File: src/rtl/des_job_arbiter.sv
// Round-robin arbiter that shares one DES engine among NUM_REQ requesters.
// Drives the engine handshake, routes results back, and aborts stuck jobs.
module des_job_arbiter #(
  parameter int NUM_REQ = 4,
  parameter int TIMEOUT = 64
) (
  input  logic                    clk,
  input  logic                    rst,
  input  logic [NUM_REQ-1:0]      req_valid,
  input  logic [64*NUM_REQ-1:0]   req_data,
  input  logic [NUM_REQ-1:0]      req_ed,
  output logic [NUM_REQ-1:0]      req_grant,
  output logic [NUM_REQ-1:0]      rsp_valid,
  output logic [63:0]             rsp_data,
  output logic                    rsp_err,
  output logic                    eng_ready,
  output logic [63:0]             eng_data_in,
  output logic                    eng_ed_sel,
  input  logic                    eng_next_data,
  input  logic                    eng_done,
  input  logic [63:0]             eng_data_out,
  output logic                    busy
);

  localparam int OWNER_W = $clog2(NUM_REQ);
  localparam int WDOG_W  = $clog2(TIMEOUT);
  localparam logic [OWNER_W-1:0] LAST_REQ  = OWNER_W'(NUM_REQ - 1);
  localparam logic [WDOG_W-1:0]  WDOG_LAST = WDOG_W'(TIMEOUT - 1);

  typedef enum logic [2:0] {
    IDLE,
    GRANT,
    ISSUE,
    WAIT,
    RESP
  } state_t;

  state_t              state;
  logic [OWNER_W-1:0]  rr_ptr;
  logic [OWNER_W-1:0]  owner;
  logic [WDOG_W-1:0]   wdog;
  logic [63:0]         job_data;
  logic                job_ed;

  logic                pick_found;
  logic [OWNER_W-1:0]  pick_idx;
  logic [OWNER_W-1:0]  cand;
  logic [63:0]         pick_data;
  logic                pick_ed;
  logic [NUM_REQ-1:0]  pick_onehot;
  logic [NUM_REQ-1:0]  owner_onehot;

  // Scanning from the far end down lets the last hit be the first requester at or after rr_ptr.
  always_comb begin
    pick_found = 1'b0;
    pick_idx   = '0;
    cand       = '0;
    for (int i = NUM_REQ - 1; i >= 0; i--) begin
      cand = OWNER_W'((int'(rr_ptr) + i) % NUM_REQ);
      if (req_valid[cand]) begin
        pick_found = 1'b1;
        pick_idx   = cand;
      end
    end
  end

  always_comb begin
    pick_data = '0;
    pick_ed   = 1'b0;
    for (int i = 0; i < NUM_REQ; i++) begin
      if (pick_idx == OWNER_W'(i)) begin
        pick_data = req_data[64*i +: 64];
        pick_ed   = req_ed[i];
      end
    end
  end

  assign pick_onehot  = {{(NUM_REQ-1){1'b0}}, 1'b1} << pick_idx;
  assign owner_onehot = {{(NUM_REQ-1){1'b0}}, 1'b1} << owner;

  // Job data is captured on the same edge that raises req_grant, so later requester changes cannot leak in.
  always_ff @(posedge clk or posedge rst) begin
    if (rst) begin
      state       <= IDLE;
      rr_ptr      <= '0;
      owner       <= '0;
      wdog        <= '0;
      job_data    <= '0;
      job_ed      <= 1'b0;
      req_grant   <= '0;
      rsp_valid   <= '0;
      rsp_data    <= '0;
      rsp_err     <= 1'b0;
      eng_ready   <= 1'b0;
      eng_data_in <= '0;
      eng_ed_sel  <= 1'b0;
      busy        <= 1'b0;
    end else begin
      req_grant <= '0;
      rsp_valid <= '0;
      case (state)
        IDLE: begin
          if (pick_found) begin
            owner     <= pick_idx;
            job_data  <= pick_data;
            job_ed    <= pick_ed;
            rr_ptr    <= (pick_idx == LAST_REQ) ? '0 : pick_idx + 1'b1;
            req_grant <= pick_onehot;
            busy      <= 1'b1;
            state     <= GRANT;
          end
        end
        GRANT: begin
          eng_ready   <= 1'b1;
          eng_data_in <= job_data;
          eng_ed_sel  <= job_ed;
          state       <= ISSUE;
        end
        ISSUE: begin
          if (eng_next_data) begin
            eng_ready <= 1'b0;
            wdog      <= '0;
            state     <= WAIT;
          end
        end
        // A completion on the final watchdog cycle still counts as success.
        WAIT: begin
          if (eng_done) begin
            rsp_data  <= eng_data_out;
            rsp_err   <= 1'b0;
            rsp_valid <= owner_onehot;
            state     <= RESP;
          end else if (wdog == WDOG_LAST) begin
            rsp_data  <= '0;
            rsp_err   <= 1'b1;
            rsp_valid <= owner_onehot;
            state     <= RESP;
          end else begin
            wdog <= wdog + 1'b1;
          end
        end
        RESP: begin
          busy  <= 1'b0;
          state <= IDLE;
        end
        default: begin
          busy  <= 1'b0;
          state <= IDLE;
        end
      endcase
    end
  end

endmodule
File: config.mk
export PLATFORM = sky130hd
export DESIGN_NAME = des_job_arbiter
export DESIGN_NICKNAME = d
export VERILOG_FILES = /design/src/rtl/des_job_arbiter.sv
export SDC_FILE = /design/constraint.sdc
export NUM_CORES = 1
export LEC_CHECK = 0
export CAP_MARGIN = 0
export CORE_UTILIZATION = 25
export DETAILED_ROUTE_END_ITERATION = 7
export SETUP_SLACK_MARGIN = 0.05
export SYNTH_ARGS = -nofsm -noshare
export SYNTH_HDL_FRONTEND = slang
export SYNTH_SLANG_ARGS = --single-unit
File: constraint.sdc
create_clock -name clk -period 9.9 [get_ports clk]
set_clock_uncertainty 0.2 [all_clocks]
set_input_delay 1.98 -clock clk [delete_from_list [all_inputs] [get_ports clk]]
set_output_delay 1.98 -clock clk [all_outputs]
set_load 0.01 [all_outputs]
Word level (Yosys, flattened, before mapping)
Cells that the tools add are included. W data, S select, Z words.

Output and inout bits: 140. Input bits: 332. Register bits after elaboration: 218.

Add/subtract/negate cells: 5. Equality and inequality tests: 12. Shifts and indexed selects: 2. $lt $le $gt $ge: 4. Bitwise logic cells: 1. Multiplexer cells: 47. Reductions and logical operators: 12.

Operators by type and width (count): $mux W64 (6); $mux W4 (5); $mux W6 (3); $mux W1 (16); $lt A2 B3 Y1 const B (4); $mux W3 (4); $pmux W3 S4 (1); $pmux W6 S2 (1); $mux W2 (5); $bmux W1 S2 (4); $ne A2 B2 Y1 const B (4); $reduce_and A2 Y1 (4); $shl A1 B2 Y4 const A (2); $add A6 B1 Y6 const B (1); $eq A3 B2 Y1 const B (2); $eq A6 B6 Y1 const B (1); $reduce_bool A2 Y1 (3); $add A2 B1 Y2 const B (2); $add A2 B2 Y2 const B (2); $eq A2 B2 Y1 const B (2); $pmux W1 S2 (2); $reduce_and A4 Y1 (1); $eq A3 B1 Y1 const B (1); $logic_not A3 Y1 (1); other kinds (6) (6).

Depth between registers and ports, before layout
Word-level depth: 12. Depth in mapped cells: 12. Mapped depth without buffers: 9.

Worst setup path before layout
No wires, ideal clock.

Path kind: input port to flip-flop. Start point: input port req_valid[1]. End point: register job_data[17]. Stages on the path: 11. Arrival time: 3.747 ns. Buffers on the path: 3. Setup time: 0.137 ns. Path slack: 5.816 ns. Data required time: 9.563 ns. Cells stage by stage: a21boi_0 > o22ai_1 > or2_2 > inv_1 > ha_1 > clkbuf_1 > clkbuf_1 > buf_1 > a21oi_1 > a22oi_1 > a21oi_1.

Cells in the longest elaborated chain, start to end: 11.

Ends and longest elaborated chain: from (decl) (line 9) `input logic [NUM_REQ-1:0] req_valid,`; $bmux W1 S2 (line 60) `if (req_valid[cand]) begin`; $mux W1 (implied by the code) (line 60); $mux W2 (3 in a row) (line 60); $mux W2 * (line 60); named net pick_idx[0] (line 46) `logic [OWNER_W-1:0] pick_idx;`; $logic_not A2 Y1 (line 71) `if (pick_idx == OWNER_W'(i)) begin`; $mux W64 (3 in a row) (line 71); $mux W64 * (line 71); to (signal assigned) (line 105) `job_data <= pick_data;`; to (decl) (line 42) `logic [63:0] job_data;`.

The timed path passes the listed nets; every way through them passes the cells marked *. The select of a mux whose other input is x is not followed. A chain may end at the register's enable or synchronous reset.

Worst setup path in the final report
Start point: input port req_valid[1]. End point: register job_data[46].

Same word-level chain as after synthesis.

==> impl_metrics.tcl <==
set metrics [dict create \
    outcome "completed" \
    p_per_area_nw_per_um2 299 \
    yosys_warnings 0 \
    synth_seq_cells 218 \
    critPathRequiredTime_ns 10.08 \
    cts_setup_buffers 0 \
    clock_latency_ns 0.52 \
    post-route-drc-count 0 \
    signal_arrival_time_at_the_worst_endpoint_ns 5.31 \
    ios 472 \
    global_route.overflow_total 0 \
    p_leak_nw 6.74 \
    layout_worst_path_cycle_share_pct 51.8 \
    drt_pass1_iterations 5 \
    effective_utilization_at_floorplan_pct 25.6 \
    ys_async_sr_fraction_pct 100 \
    finalWeightedCongestion 0.843 \
    cts_resized 0 \
    vias_in_the_first_global_route 9235 \
    combinational_family_with_the_most_area_after_synthesis "compound AO/OA/AOI/OAI gates" \
    worstPathCellList "clkdlybuf4s50_1 > a21boi_0 > o22ai_1 > or2_2 > inv_1 > ha_4 > buf_4 > o21ai_0 > a22oi_1 > a21oi_1" \
    cts.sinks 218 \
    synth-edff-count 0 \
    hold_class "reg2reg" \
    finalSetupViolCount 0 \
    worst_path_largest_cell_delay_ns 0.77 \
    area.growth.synth_to_final_pct 58.5 \
    cts_hold_repair.buffers 0 \
    maxSlewViolCount 0 \
    cp_max_fo 101 \
    route.antenna.remaining_nets 0 \
    worst_ir_drop_vdd_uv 107 \
    wire_per_inst_um 18.1 \
    hold_viol_final 0 \
    postLayoutCoreUtil_pct 40.5 \
    synth_seq_area_share_pct 53.4 \
    global_route_wire_length_before_repair_um 53400 \
    antenna_violations_before_repair 3 \
    cts_htree_levels 1 \
    startpoint "req_valid[1]" \
    crit_slowest_cell "sky130_fd_sc_hd__buf_4" \
    numPortBuffers 471 \
    synth.area.mux_share_pct 7.77 \
    critical_path.reg2reg.startpoint "rr_ptr[1]$_DFFE_PP0P_" \
    final_common_cell "sky130_fd_sc_hd__clkdlybuf4s50_1" \
    drive_gt1_share_pct 8.96 \
    timing.hold.worst.start "owner[1]$_DFFE_PP0P_" \
    clock_tree.root_cell "sky130_fd_sc_hd__clkbuf_16" \
    timing_worst_setup_path_type "in2reg" \
    synth_ff_type "sky130_fd_sc_hd__dfrtp_1" \
    drt_wl_total_um 36300 \
    clk_transition_reported_paths_ns 0.06 \
    chipWidth_um 204 \
    tritoncts.num_buffers 25 \
    synth_area_um2 10200 \
    tns_ns 0 \
    max_clock_buf_depth 3 \
    worst_pin_slew_ns 1.26 \
    via_count 9531 \
    yosysUniqueCellTypes 40 \
    post_synth_fa_ha_maj_area_fraction_pct 0.612 \
    fmax_mhz 195 \
    xor_xnor_fraction_of_synth_area_pct 0 \
    synth_simple_gate_area_share_pct 7.07 \
    largest_net_degree_at_the_start_of_global_routing 102 \
    synth.avg_cell_area_um2 9.86 \
    fin_total_pwr_w 0.00484 \
    crit_path_end_kind "flip-flop" \
    dp_wirelength_um 26300 \
    grt_setup_unrepaired "false" \
    fp.dieH_um 204 \
    finalHoldWorstSlack_ns 0.260 \
    maxCapViolations 0 \
    area_of_the_die_um2 41700 \
    syn_inst 1037 \
    globalRouteTotalUtil_pct 16.5 \
    synth.top_cell.area_share_pct 53.4 \
    yosys.area.top_type "sky130_fd_sc_hd__dfrtp_1" \
    synth-compound-area-share_pct 24.5 \
    viasPerCell 4.77 \
    tritoncts "built" \
    detail_route.iter0.violations 553 \
    synth_fp_nets 1374 \
    mostFrequentLayoutCells "471 x sky130_fd_sc_hd__clkdlybuf4s50_1, 218 x sky130_fd_sc_hd__dfrtp_1, 201 x sky130_fd_sc_hd__a21oi_1" \
    worst_setup_path_start_kind "input pin" \
    fp-row-count 73 \
    nets 1793 \
    slew_headroom_pct 15.8 \
    floorplan.core_area_um2 40000 \
    synth_top_cells_by_area "sky130_fd_sc_hd__dfrtp_1 53%, sky130_fd_sc_hd__a21oi_1 9.8%, sky130_fd_sc_hd__mux2_2 7.4%, sky130_fd_sc_hd__a22o_1 5.5%, sky130_fd_sc_hd__a22oi_1 4.8%" \
    period_needed_ns 5.13 \
]
## where the power goes
group          total [W]  switching [W]  internal, W
Combinational    0.00229        0.00112      0.00116
Clock           0.000965       0.000373     0.000593
Sequential       0.00159       0.000258      0.00133
Total            0.00484        0.00176      0.00309
## metal layers
| layer | vias up | track usage [%] | share of wire (%) | routed length [um] |
|---|---|---|---|---|
| li1 | 4520 | - | - | - |
| met1 | 4519 | 20.6 | 42 | 15100 |
| met2 | 426 | 26.6 | 45 | 16400 |
| met3 | 66 | 4.77 | 9.4 | 3430 |
| met4 | 0 | 7.06 | 3.7 | 1350 |
| met5 | - | 0 | 0 | 0 |
## worst max-delay path: cells and delay by family
family / cells / cell delay [ns]
AOI/OAI and AO/OA: 5 / 0.90
adders and majority gates: 1 / 0.46
buffers and inverters: 3 / 1.54
and+or+nand+nor: 1 / 0.33
## cells in the mapped netlist (all sizes together), types with 2 or more instances
cell type and instances:
dfrtp 218, a21oi 201, inv 71, nor2 71
nand2 69, mux2 67, o21ai 66, a22oi 65
a22o 64, clkbuf 48, buf 42, nor3 6
and2 5, ha 5, and3 4, mux2i 4
nand3 3, nor4 3, a21o 2, a31o 2
a31oi 2, nand2b 2, nor3b 2, o22ai 2
o2bb2ai 2
## registers in the layout, summed over array words and instances, names as in the netlist, 2 cells and up
name / flops
req_grant: 4
eng_data_in: 64
rsp_data: 64
wdog: 6
state: 3
job_data: 64
rsp_valid: 4
rr_ptr: 2
owner: 2
## stage by stage
stage          setup slack (ns)  instance area, um2  std cells
5_1_grt                    4.56               16200       1999
3_5_place_dp               4.26               15300       1954
3_3_place_gp               4.34               15300       1954
4_1_cts                    4.84               16200       1999
6_report                   4.77               16200       2000
2_1_floorplan              1.76               10200       1037
## final timing paths
check | endpoint | slack (ns) | cells after the start
max in group asynchronous | eng_data_in[36]$_DFFE_PP0P_ | 6.36 | 3
min | rsp_valid[0]$_DFF_PP0_ | 0.26 | 1
min in group asynchronous | job_data[50]$_DFFE_PP0P_ | 1.71 | 2
max reg2reg | job_data[46]$_DFFE_PP0P_ | 6.33 | 9
min reg2reg | rsp_valid[0]$_DFF_PP0_ | 0.26 | 1
max | job_data[46]$_DFFE_PP0P_ | 4.77 | 10
## area by class of cell
class                           instances  area (um2)
Fill cell                            3923       23800
Sequential cell                       218        5460
Timing Repair Buffer                  482        4800
Multi-Input combinational cell        658        4150
Clock buffer                           35         733
Tap cell                              525         657
Inverter                               71         274
Clock inverter                         10         134
Antenna cell                            1        2.50
## logic make-up after synthesis
| logic type | after synthesis |
|---|---|
| flops | 218 |
| buf+inv | 161 |
| compound gates | 412 |
| mux | 71 |
| fa+ha+maj | 5 |
| simple gates | 170 |
(Power assumes the default switching activity.)
